==> src/rtl/odyssey_video_pkg.sv <==
// Shared timing constants, counter widths and vertical state encoding for the
// Odyssey video timing generator.
// Ports: none (package).
package odyssey_video_pkg;

  // Default raster: 1270-clock lines, 262-line progressive frames.
  localparam int DEF_H_TOTAL     = 1270;
  localparam int DEF_H_SYNC_LEN  = 94;
  localparam int DEF_H_ACT_START = 88;
  localparam int DEF_H_ACT_END   = 1147;
  localparam int DEF_V_TOTAL     = 262;
  localparam int DEF_V_SYNC_LEN  = 3;
  localparam int DEF_V_ACT_START = 34;
  localparam int DEF_V_ACT_END   = 240;

  localparam int HCNT_W = 11;
  localparam int VCNT_W = 9;

  typedef enum logic [1:0] {
    V_ACTIVE,
    V_FRONT,
    V_SYNC,
    V_BACK
  } vstate_t;

  // Active window must end before the sync window, and the largest count
  // value must fit the counter.
  function automatic bit axis_timing_ok(int total, int sync_len, int act_start,
                                        int act_end, int cnt_w);
    return (act_start >= 0) && (act_start < act_end) &&
           (act_end <= total - sync_len) && (sync_len > 0) &&
           (total < (1 << cnt_w));
  endfunction

endpackage

==> src/rtl/odyssey_axis_timer.sv <==
// Generic wrap counter for one raster axis, with sync and active windows.
// Latency: count registered; cnt_d/wrap/sync_d/act_d describe the next count.
// Backpressure: none; advances only when step=1, wraps to 0 after 'last'.
// Ports: clk, reset (async, active-high), step (advance), last (wrap value),
//        cnt_q (current count), cnt_d (next count), wrap (step at last),
//        sync_d (next count >= SYNC_START), act_d (next count in active window).
module odyssey_axis_timer #(
  parameter int W          = 11,
  parameter int SYNC_START = 1,
  parameter int ACT_START  = 1,
  parameter int ACT_END    = 2
) (
  input  logic         clk,
  input  logic         reset,
  input  logic         step,
  input  logic [W-1:0] last,
  output logic [W-1:0] cnt_q,
  output logic [W-1:0] cnt_d,
  output logic         wrap,
  output logic         sync_d,
  output logic         act_d
);

  localparam logic [W-1:0] SYNC_C  = W'(SYNC_START);
  localparam logic [W-1:0] ACT_S_C = W'(ACT_START);
  localparam logic [W-1:0] ACT_E_C = W'(ACT_END);

  always_comb begin
    wrap  = step && (cnt_q == last);
    cnt_d = cnt_q;
    if (wrap) begin
      cnt_d = '0;
    end else if (step) begin
      cnt_d = cnt_q + 1'b1;
    end
    // Windows are evaluated on the next count so the registered flags line
    // up with the registered count.
    sync_d = (cnt_d >= SYNC_C);
    act_d  = (cnt_d >= ACT_S_C) && (cnt_d < ACT_E_C);
  end

  always_ff @(posedge clk or posedge reset) begin
    if (reset) begin
      cnt_q <= '0;
    end else begin
      cnt_q <= cnt_d;
    end
  end

endmodule

==> src/rtl/odyssey_video_timing.sv <==
// Odyssey video timing generator: HSync/VSync, HBlank/VBlank, counters, strobes.
// Latency: all outputs registered and consistent with the hcount/vcount shown.
// Backpressure: none; every flop holds while ce=0, strobes last one clk.
// Optional feature macro: ODYSSEY_TIMING_INTERLACE_EN (alternating fields,
// odd field one line longer with VSync shifted by half a line).
// Ports: clk, reset (async, active-high), ce (pixel enable),
//        hcount/vcount (raster position), HSync/VSync (active-high syncs),
//        HBlank/VBlank, line_start/frame_start (one-clk strobes), field.
module odyssey_video_timing
  import odyssey_video_pkg::*;
#(
  parameter int H_TOTAL     = DEF_H_TOTAL,
  parameter int H_SYNC_LEN  = DEF_H_SYNC_LEN,
  parameter int H_ACT_START = DEF_H_ACT_START,
  parameter int H_ACT_END   = DEF_H_ACT_END,
  parameter int V_TOTAL     = DEF_V_TOTAL,
  parameter int V_SYNC_LEN  = DEF_V_SYNC_LEN,
  parameter int V_ACT_START = DEF_V_ACT_START,
  parameter int V_ACT_END   = DEF_V_ACT_END
) (
  input  logic              clk,
  input  logic              reset,
  input  logic              ce,
  output logic [HCNT_W-1:0] hcount,
  output logic [VCNT_W-1:0] vcount,
  output logic              HSync,
  output logic              VSync,
  output logic              HBlank,
  output logic              VBlank,
  output logic              line_start,
  output logic              frame_start,
  output logic              field
);

  if (!axis_timing_ok(H_TOTAL, H_SYNC_LEN, H_ACT_START, H_ACT_END, HCNT_W) ||
      !axis_timing_ok(V_TOTAL, V_SYNC_LEN, V_ACT_START, V_ACT_END, VCNT_W)) begin : g_bad_timing
    $error("odyssey_video_timing: illegal timing parameters");
  end

  logic [HCNT_W-1:0] h_cnt_q, h_cnt_d;
  logic              h_wrap, h_sync_d, h_act_d;
  logic [VCNT_W-1:0] v_cnt_q, v_cnt_d, v_last;
  logic              v_wrap, v_sync_d, v_act_d;

  vstate_t state_q, state_d;
  logic    field_q, field_d;
  logic    hsync_q, hsync_d;
  logic    vsync_q, vsync_d;
  logic    hblank_q, hblank_d;
  logic    vblank_q, vblank_d;
  logic    line_start_q, line_start_d;
  logic    frame_start_q, frame_start_d;

  odyssey_axis_timer #(
    .W         (HCNT_W),
    .SYNC_START(H_TOTAL - H_SYNC_LEN),
    .ACT_START (H_ACT_START),
    .ACT_END   (H_ACT_END)
  ) u_htimer (
    .clk   (clk),
    .reset (reset),
    .step  (ce),
    .last  (HCNT_W'(H_TOTAL - 1)),
    .cnt_q (h_cnt_q),
    .cnt_d (h_cnt_d),
    .wrap  (h_wrap),
    .sync_d(h_sync_d),
    .act_d (h_act_d)
  );

  // The vertical axis steps on the same clock the line wraps, so every
  // vertical output changes together with the HSync falling edge.
  odyssey_axis_timer #(
    .W         (VCNT_W),
    .SYNC_START(V_TOTAL - V_SYNC_LEN),
    .ACT_START (V_ACT_START),
    .ACT_END   (V_ACT_END)
  ) u_vtimer (
    .clk   (clk),
    .reset (reset),
    .step  (h_wrap),
    .last  (v_last),
    .cnt_q (v_cnt_q),
    .cnt_d (v_cnt_d),
    .wrap  (v_wrap),
    .sync_d(v_sync_d),
    .act_d (v_act_d)
  );

`ifdef ODYSSEY_TIMING_INTERLACE_EN
  localparam logic [HCNT_W-1:0] H_HALF   = HCNT_W'(H_TOTAL / 2);
  localparam logic [VCNT_W-1:0] VS_START = VCNT_W'(V_TOTAL - V_SYNC_LEN);
  localparam logic [VCNT_W-1:0] V_EXTRA  = VCNT_W'(V_TOTAL);

  // Field 1 carries one extra line (vcount reaches V_TOTAL).
  always_comb begin
    field_d = field_q ^ v_wrap;
    v_last  = field_q ? VCNT_W'(V_TOTAL) : VCNT_W'(V_TOTAL - 1);
  end
`else
  always_comb begin
    field_d = 1'b0;
    v_last  = VCNT_W'(V_TOTAL - 1);
  end
`endif

  // Vertical FSM: state register.
  always_ff @(posedge clk or posedge reset) begin
    if (reset) begin
      state_q <= V_BACK;
    end else begin
      state_q <= state_d;
    end
  end

  // Vertical FSM: next state, judged on the line count being entered.
  always_comb begin
    state_d = state_q;
    if (h_wrap) begin
      unique case (state_q)
        V_BACK:   if (v_act_d) state_d = V_ACTIVE;
        V_ACTIVE: begin
          if (v_sync_d)      state_d = V_SYNC;
          else if (!v_act_d) state_d = V_FRONT;
        end
        V_FRONT:  if (v_sync_d) state_d = V_SYNC;
        V_SYNC:   if (v_cnt_d == '0) state_d = v_act_d ? V_ACTIVE : V_BACK;
        default:  state_d = V_BACK;
      endcase
    end
  end

  // Vertical FSM: outputs, taken from the next state so they register
  // alongside the vcount they describe.
  always_comb begin
    vsync_d  = (state_d == V_SYNC);
    vblank_d = (state_d != V_ACTIVE);
`ifdef ODYSSEY_TIMING_INTERLACE_EN
    // Odd field: same sync length, shifted by half a line.
    if (field_d) begin
      vsync_d = ((v_cnt_d > VS_START) || ((v_cnt_d == VS_START) && (h_cnt_d >= H_HALF))) &&
                !((v_cnt_d == V_EXTRA) && (h_cnt_d >= H_HALF));
    end
`endif
  end

  always_comb begin
    hsync_d       = h_sync_d;
    hblank_d      = ~h_act_d;
    line_start_d  = h_wrap;
    frame_start_d = v_wrap;
  end

  always_ff @(posedge clk or posedge reset) begin
    if (reset) begin
      hsync_q       <= 1'b0;
      vsync_q       <= 1'b0;
      hblank_q      <= 1'b1;
      vblank_q      <= 1'b1;
      line_start_q  <= 1'b0;
      frame_start_q <= 1'b0;
      field_q       <= 1'b0;
    end else begin
      hsync_q       <= hsync_d;
      vsync_q       <= vsync_d;
      hblank_q      <= hblank_d;
      vblank_q      <= vblank_d;
      line_start_q  <= line_start_d;
      frame_start_q <= frame_start_d;
      field_q       <= field_d;
    end
  end

  assign hcount      = h_cnt_q;
  assign vcount      = v_cnt_q;
  assign HSync       = hsync_q;
  assign VSync       = vsync_q;
  assign HBlank      = hblank_q;
  assign VBlank      = vblank_q;
  assign line_start  = line_start_q;
  assign frame_start = frame_start_q;
  assign field       = field_q;

endmodule

==> config.mk <==
export PLATFORM = sky130hd
export DESIGN_NAME = odyssey_video_timing
export DESIGN_NICKNAME = d
export VERILOG_FILES = /design/src/rtl/odyssey_video_pkg.sv /design/src/rtl/odyssey_axis_timer.sv /design/src/rtl/odyssey_video_timing.sv
export SDC_FILE = /design/constraint.sdc
export NUM_CORES = 1
export LEC_CHECK = 0
export BUFFER_PORTS_ARGS = -buffer_cell sky130_fd_sc_hd__buf_2
export CAP_MARGIN = 20
export CORE_MARGIN = 1
export CORE_UTILIZATION = 59
export CTS_CLUSTER_DIAMETER = 40
export DETAILED_ROUTE_END_ITERATION = 8
export HOLD_SLACK_MARGIN = 0.02
export PLACE_DENSITY = 0.84
export SYNTH_ARGS = -nofsm -noshare
export SYNTH_HDL_FRONTEND = slang
export SYNTH_SLANG_ARGS = --single-unit
==> constraint.sdc <==
create_clock -name clk -period 6.2 [get_ports clk]
set_input_delay 0 -clock clk [delete_from_list [all_inputs] [get_ports clk]]
set_output_delay 0 -clock clk [all_outputs]
set_load 0.005 [all_outputs]
# Word level (Yosys, flattened, before mapping)
# Index checks and enable logic that the tools add are counted.
# Widths: inputs -> output; s select.
# word_totals
reg_bits,28
inputBits,3
output_inout_bits,27
elab_cells,43
# op_classes
add_sub_neg,2
magnitude_cmp,6
eq_ne,6
n_mux,12
n_bitwise,1
n_reduce_logical,7
# ops
cell,count
$mux 11,2
$mux 9,2
$mux 2,7
$add 11x1->11 const B,1
$eq 11x11->1 const B,1
$ge 11x11->1 const B,1
$ge 11x7->1 const B,1
$lt 11x11->1 const B,1
$add 9x1->9 const B,1
$eq 9x9->1 const B,1
$ge 9x6->1 const B,1
$ge 9x9->1 const B,1
$logic_not 9->1,1
$lt 9x8->1 const B,1
$pmux 2 s4,1
$eq 2x2->1 const B,3
$logic_and 1x1->1,4
$eq 2x1->1 const B,1
$logic_not 2->1,1
$reduce_bool 2->1,1
$not 1->1,1

# Depth between registers and ports, before layout
# logic_depth
depth_word,11
mapped_depth,11
depth_no_buf,11

# Hierarchy
# Synthesis repeated with hierarchy kept, for this count alone.
# hier_totals
hier_cells,224
hier_area_um2,2082.0
# modules_own_cells
mod,n_inst,cells_each,area_each_um2,seq_area_each_um2
odyssey_axis_timer at u_htimer,1,108,944.7,275.3
odyssey_axis_timer at u_vtimer,1,86,772.0,225.2
odyssey_video_timing,1,30,365.4,205.2

# Worst setup path after synthesis
# No wires, ideal clock.
# synth_timing
path_kind,reg-to-reg
startpoint,reg u_htimer.cnt_q[1]
endpoint,"reg vsync_q, in the netlist VSync"
setup_ns,0.122
arrival_ns,2.202
required_ns,6.078
setup_slack_ns,3.877
stages_incl_launch_ff,10
path_cell_list,dfrtp_1 inv_1 ha_1 or4b_4 nor4_2 mux2i_1 o211a_2 a31o_1 nor3_2 nand2b_1
# synth_between
elab_chain_len,11
# synth_rtl
element,line_no,text
from (decl),odyssey_axis_timer.sv:17,"output logic [W-1:0] cnt_q,"
from (signal assigned),odyssey_axis_timer.sv:46,cnt_q <= cnt_d;
$eq 11x11->1 *,odyssey_axis_timer.sv:29,wrap = step && (cnt_q == last);
$logic_and 1x1->1 *,odyssey_axis_timer.sv:29,
$mux 9 or $logic_and 1x1->1 (tied branches),"odyssey_axis_timer.sv:33, odyssey_axis_timer.sv:29",
$mux 9,odyssey_axis_timer.sv:31,if (wrap) begin
$ge 9x6->1 or $lt 9x8->1 (tied branches),odyssey_axis_timer.sv:39,act_d = (cnt_d >= ACT_S_C) && (cnt_d < ACT_E_C);
$logic_and 1x1->1,odyssey_axis_timer.sv:39,
"$mux 2, on equally long branches","odyssey_video_timing.sv:127, odyssey_video_timing.sv:124",
"$mux 2, on equally long branches","odyssey_video_timing.sv:127, odyssey_video_timing.sv:123",
$pmux 2 s4,odyssey_video_timing.sv:120,unique case (state_q)
$mux 2 *,odyssey_video_timing.sv:119,if (h_wrap) begin
$eq 2x2->1 *,odyssey_video_timing.sv:136,vsync_d = (state_d == V_SYNC);
via vsync_d,odyssey_video_timing.sv:48,"logic vsync_q, vsync_d;"
to (signal assigned),odyssey_video_timing.sv:165,vsync_q <= vsync_d;
to (decl),odyssey_video_timing.sv:48,
# Mark *: on every way through the listed nets, which the timed path passes. The rest lies on a longest branch.

# Worst setup path after layout
# layout_timing
startpoint,reg u_htimer.cnt_q[1]
endpoint,reg state_q[0]
# layout_between
elab_chain_len,10
# layout_rtl
element,line_no,text
$eq 11x11->1 *,odyssey_axis_timer.sv:29,
$logic_and 1x1->1 *,odyssey_axis_timer.sv:29,
$mux 9 or $logic_and 1x1->1 (tied branches),"odyssey_axis_timer.sv:33, odyssey_axis_timer.sv:29",
$mux 9,odyssey_axis_timer.sv:31,
$ge 9x6->1 or $lt 9x8->1 (tied branches),odyssey_axis_timer.sv:39,
$logic_and 1x1->1,odyssey_axis_timer.sv:39,
"$mux 2, on equally long branches","odyssey_video_timing.sv:127, odyssey_video_timing.sv:124",
"$mux 2, on equally long branches","odyssey_video_timing.sv:127, odyssey_video_timing.sv:123",
$pmux 2 s4,odyssey_video_timing.sv:120,
$mux 2 *,odyssey_video_timing.sv:119,
via state_d[0],odyssey_video_timing.sv:45,"vstate_t state_q, state_d;"
to (signal assigned),odyssey_video_timing.sv:112,state_q <= state_d;
to (decl),odyssey_video_timing.sv:45,
# Marks and branches as above.

==> results.sh <==
export IMPL_status="finished, final reports clean"
export IMPL_num_vias=1392
export IMPL_synth_nets=179
export IMPL_grt_util_met2_pct=48.58
export IMPL_first_iter_violations=41
export IMPL_grt_pass1_wl_mm=5.637
export IMPL_layout_drive_gt1_share_pct=24.62
export IMPL_min_delay_path_depth=3
export IMPL_cpMaxStageDelayCell="nand4_1"
export IMPL_avgRoutedWirePerCell_um=15.18
export IMPL_finClkSkew_ns=0.003072
export IMPL_fmax_mhz=336.5
export IMPL_hold_viol=0
export IMPL_synth_warnings=0
export IMPL_setup_viol=0
export IMPL_clk_latency_ns=0.32
export IMPL_die_area_um2=2977
export IMPL_antenna_left=0
export IMPL_power_net_switching_mw=0.1464
export IMPL_path_depth=10
export IMPL_clk_root_buffer_cell="clkbuf_4"
export IMPL_top_regs="u_htimer.cnt_q (11), u_vtimer.cnt_q (9), state_q (2)"
export IMPL_overflow=0
export IMPL_setup_ws_ns=3.228
export IMPL_die_w_um=54.57
export IMPL_p_seq_share_pct=54.3
export IMPL_pwr_share_comb_pct=26.4
export IMPL_use_met1_pct=31.14
export IMPL_post_cts_buffers=0
export IMPL_p_per_area_nw_per_um2=240.1
export IMPL_regMostFlops="u_htimer.cnt_q"
export IMPL_cts_max_level=1
export IMPL_ys_types=53
export IMPL_synth_edff_count=0
export IMPL_cts_max_path_buffers=2
export IMPL_cpMostUsedCell="nand4_1"
export IMPL_worstPathMaxFanout=18
export IMPL_critPathLaunchType="register"
export IMPL_relSlewSlack_pct=50.78
export IMPL_period_minus_slack_ns=2.972
export IMPL_top_usage_layer="met2"
export IMPL_cpLargestDelayFamily="simple AND/OR/NAND/NOR gates"
export IMPL_cts_clk_slew_worst_paths_ns=0.14
export IMPL_cts_sinks=28
export IMPL_design_area_um2=1849
export IMPL_clockPowerShare_pct=19.3
export IMPL_async_flop_share_pct=100.0
export IMPL_nets=207
export IMPL_fp_dieH_um=54.57
export IMPL_ioPinCount=30
export IMPL_nFillCells=196
export IMPL_p_leak_nw=0.9190
export IMPL_dp_hpwl_mm=2.515
export IMPL_netlist_area_um2=1630
export IMPL_fin_hold_ws_ns=0.06698
export IMPL_ys_seq_area_share_pct=43.28
export IMPL_synthFlopType="dfrtp_1"
export IMPL_cts_tree="done"
export IMPL_critPathBufInv=2
export IMPL_largest_register_ffs=11
export IMPL_p_int_mw=0.2976
export IMPL_first_global_vias=1321
export IMPL_end_kind="register"
export IMPL_place_congestion=0.9003
export IMPL_place_ws_ns=3.263
export IMPL_area_delta_synth_final_pct=13.43
export IMPL_maxSlewViolCount=0
export IMPL_cpPeakStageDelay_ns=0.51
export IMPL_cts_buffers=3
export IMPL_path_cells="inv_1 > ha_1 > nor4b_2 > nand4_1 > inv_2 > mux2i_1 > and3b_1 > nand4_1 > o2bb2ai_1 > o22ai_1"
export IMPL_postPlaceCellArea_um2=1775
export IMPL_cp_arrival_ns=3.22
export IMPL_reg2reg_depth=10
export IMPL_tns_ns=0
export IMPL_coreArea_um2=2545
export IMPL_vias_per_cell=6.079
export IMPL_met3_usage_pct=2.778
export IMPL_postSynthCellCount=172
export IMPL_power_switching_share_pct=32.97
export IMPL_required_ns=6.45
export IMPL_hp_class="primary input to register"
export IMPL_track_usage_pct=26.46
export IMPL_antenna_found_initial=0
export IMPL_p_total_mw=0.4440
export IMPL_drc=0
export IMPL_ir_worst_vdd_mv=0.2673
export IMPL_post_route_period_util_pct=47.94
export IMPL_drv_cap=0
export IMPL_rows=18
export IMPL_synth_seq_cells=28
export IMPL_rsz0062_at_grt="no"
export IMPL_worst_pin_slew_ns=0.7280
export IMPL_crit_type="register to register"
export IMPL_finalWirelength_mm=3.477
export IMPL_avgSynthCellArea_um2=9.479
export IMPL_diodes=0
export IMPL_port_buffers=28
export IMPL_initial_core_util_pct=64.06
export IMPL_dr_pass1_iters=4
export IMPL_grt_max_degree=29
-- power by group through the flow --
stage	clock network, mW	registers (mW)	logic [mW]
final	0.0858	0.241	0.117
after global routing	0.0972	0.245	0.134
after CTS	0.0907	0.241	0.117
after detailed placement	0	0.244	0.116
after global placement	0	0.242	0.113
after floorplan	0	0.241	0.0749
-- area by class of cell --
type                            count  area [um2]  share of cell area (%)
Multi-Input combinational cell    125       847.1                   45.81
Sequential cell                    28       705.7                   38.16
Timing Repair Buffer               30       177.7                   9.608
Inverter                           12       45.04                   2.436
Tap cell                           30       37.54                   2.030
Clock buffer                        4       36.28                   1.962
-- routing by layer --
metal / wire length, um / up-vias
li1: - / 671
met1: 1524 / 675
met2: 1784 / 38
met3: 123 / 8
met4: 44 / 0
met5: 0 / -
-- cell usage in the layout (no fill, tap or decap), types with 2 or more instances in the layout --
| cell type | n |
|---|---|
| nor4_1 | 3 |
| o21a_1 | 2 |
| nor2_1 | 14 |
| nand4_1 | 11 |
| dfrtp_1 | 24 |
| and2_1 | 4 |
| o21bai_1 | 4 |
| dfstp_2 | 4 |
| buf_2 | 28 |
| clkbuf_4 | 3 |
| nand2_1 | 10 |
| a21oi_1 | 5 |
| nor3_1 | 4 |
| and4_1 | 2 |
| o211ai_1 | 2 |
| or2_2 | 5 |
| nand3_1 | 5 |
| mux2i_1 | 3 |
| inv_1 | 11 |
| o21ai_0 | 6 |
| xor2_1 | 6 |
| xnor2_1 | 7 |
| ha_1 | 4 |
| a31oi_1 | 2 |
-- worst min-delay path, cell delays in order --
cell	delay, ns
buf_2	0.16
xnor2_1	0.11
nor2_1	0.08
-- cell usage after synthesis, types with 3 or more instances --
cell | number | area share, %
xor2_1 | 6 | 3.2
dfstp_2 | 4 | 6.4
nand2_1 | 10 | 2.3
inv_1 | 11 | 2.5
a21oi_1 | 5 | 1.5
clkbuf_1 | 3 | 0.69
nand4_1 | 11 | 4.2
or2_2 | 5 | 1.9
mux2i_1 | 3 | 1.8
dfrtp_1 | 24 | 37
xnor2_1 | 7 | 3.8
nor4_1 | 3 | 1.2
nor3_1 | 4 | 1.2
ha_1 | 4 | 3.1
and2_1 | 4 | 1.5
nand3_1 | 5 | 1.5
nor2_1 | 14 | 3.2
o21bai_1 | 4 | 1.8
o21ai_0 | 6 | 1.8
-- worst paths after layout --
check | startpoint | slack, ns | to
worst max-delay path | u_htimer.cnt_q[1] | 3.23 | state_q[0]
worst min-delay path | ce | 0.07 | u_htimer.cnt_q[0]
worst max register to register | u_htimer.cnt_q[1] | 3.23 | state_q[0]
worst min register to register | state_q[0] | 0.56 | VBlank
max in group asynchronous | reset | 5.53 | VBlank
min in group asynchronous | reset | 0.17 | u_htimer.cnt_q[6]
-- what timing repair did --
item,CTS,global route
hold buffers,1,0
gates resized for setup,0,0
hold endpoints to repair,24,0
-- kinds of logic (layout without fill, tap and decap cells) --
| kind of cell | after synthesis | count (layout) | share of synthesized area (%) |
|---|---|---|---|
| AO/OA/AOI/OAI | 35 | 35 | 15.12 |
| other | 1 | 1 | 0.2300 |
| adder cells (fa/ha/maj) | 4 | 4 | 3.070 |
| AND/OR/NAND/NOR | 69 | 69 | 24.71 |
| multiplexers | 3 | 3 | 1.842 |
| buffers and inverters | 19 | 46 | 4.758 |
| flip-flops | 28 | 28 | 43.28 |
| XOR/XNOR | 13 | 13 | 6.984 |
-- metrics by stage --
step	util, %	std cells
4_1_cts	71.58	228
5_1_grt	72.66	229
2_1_floorplan	-	172
3_5_place_dp	69.76	223
6_report	72.66	229
3_3_place_gp	69.76	223
Note: power is estimated with default switching activity, not from simulation.
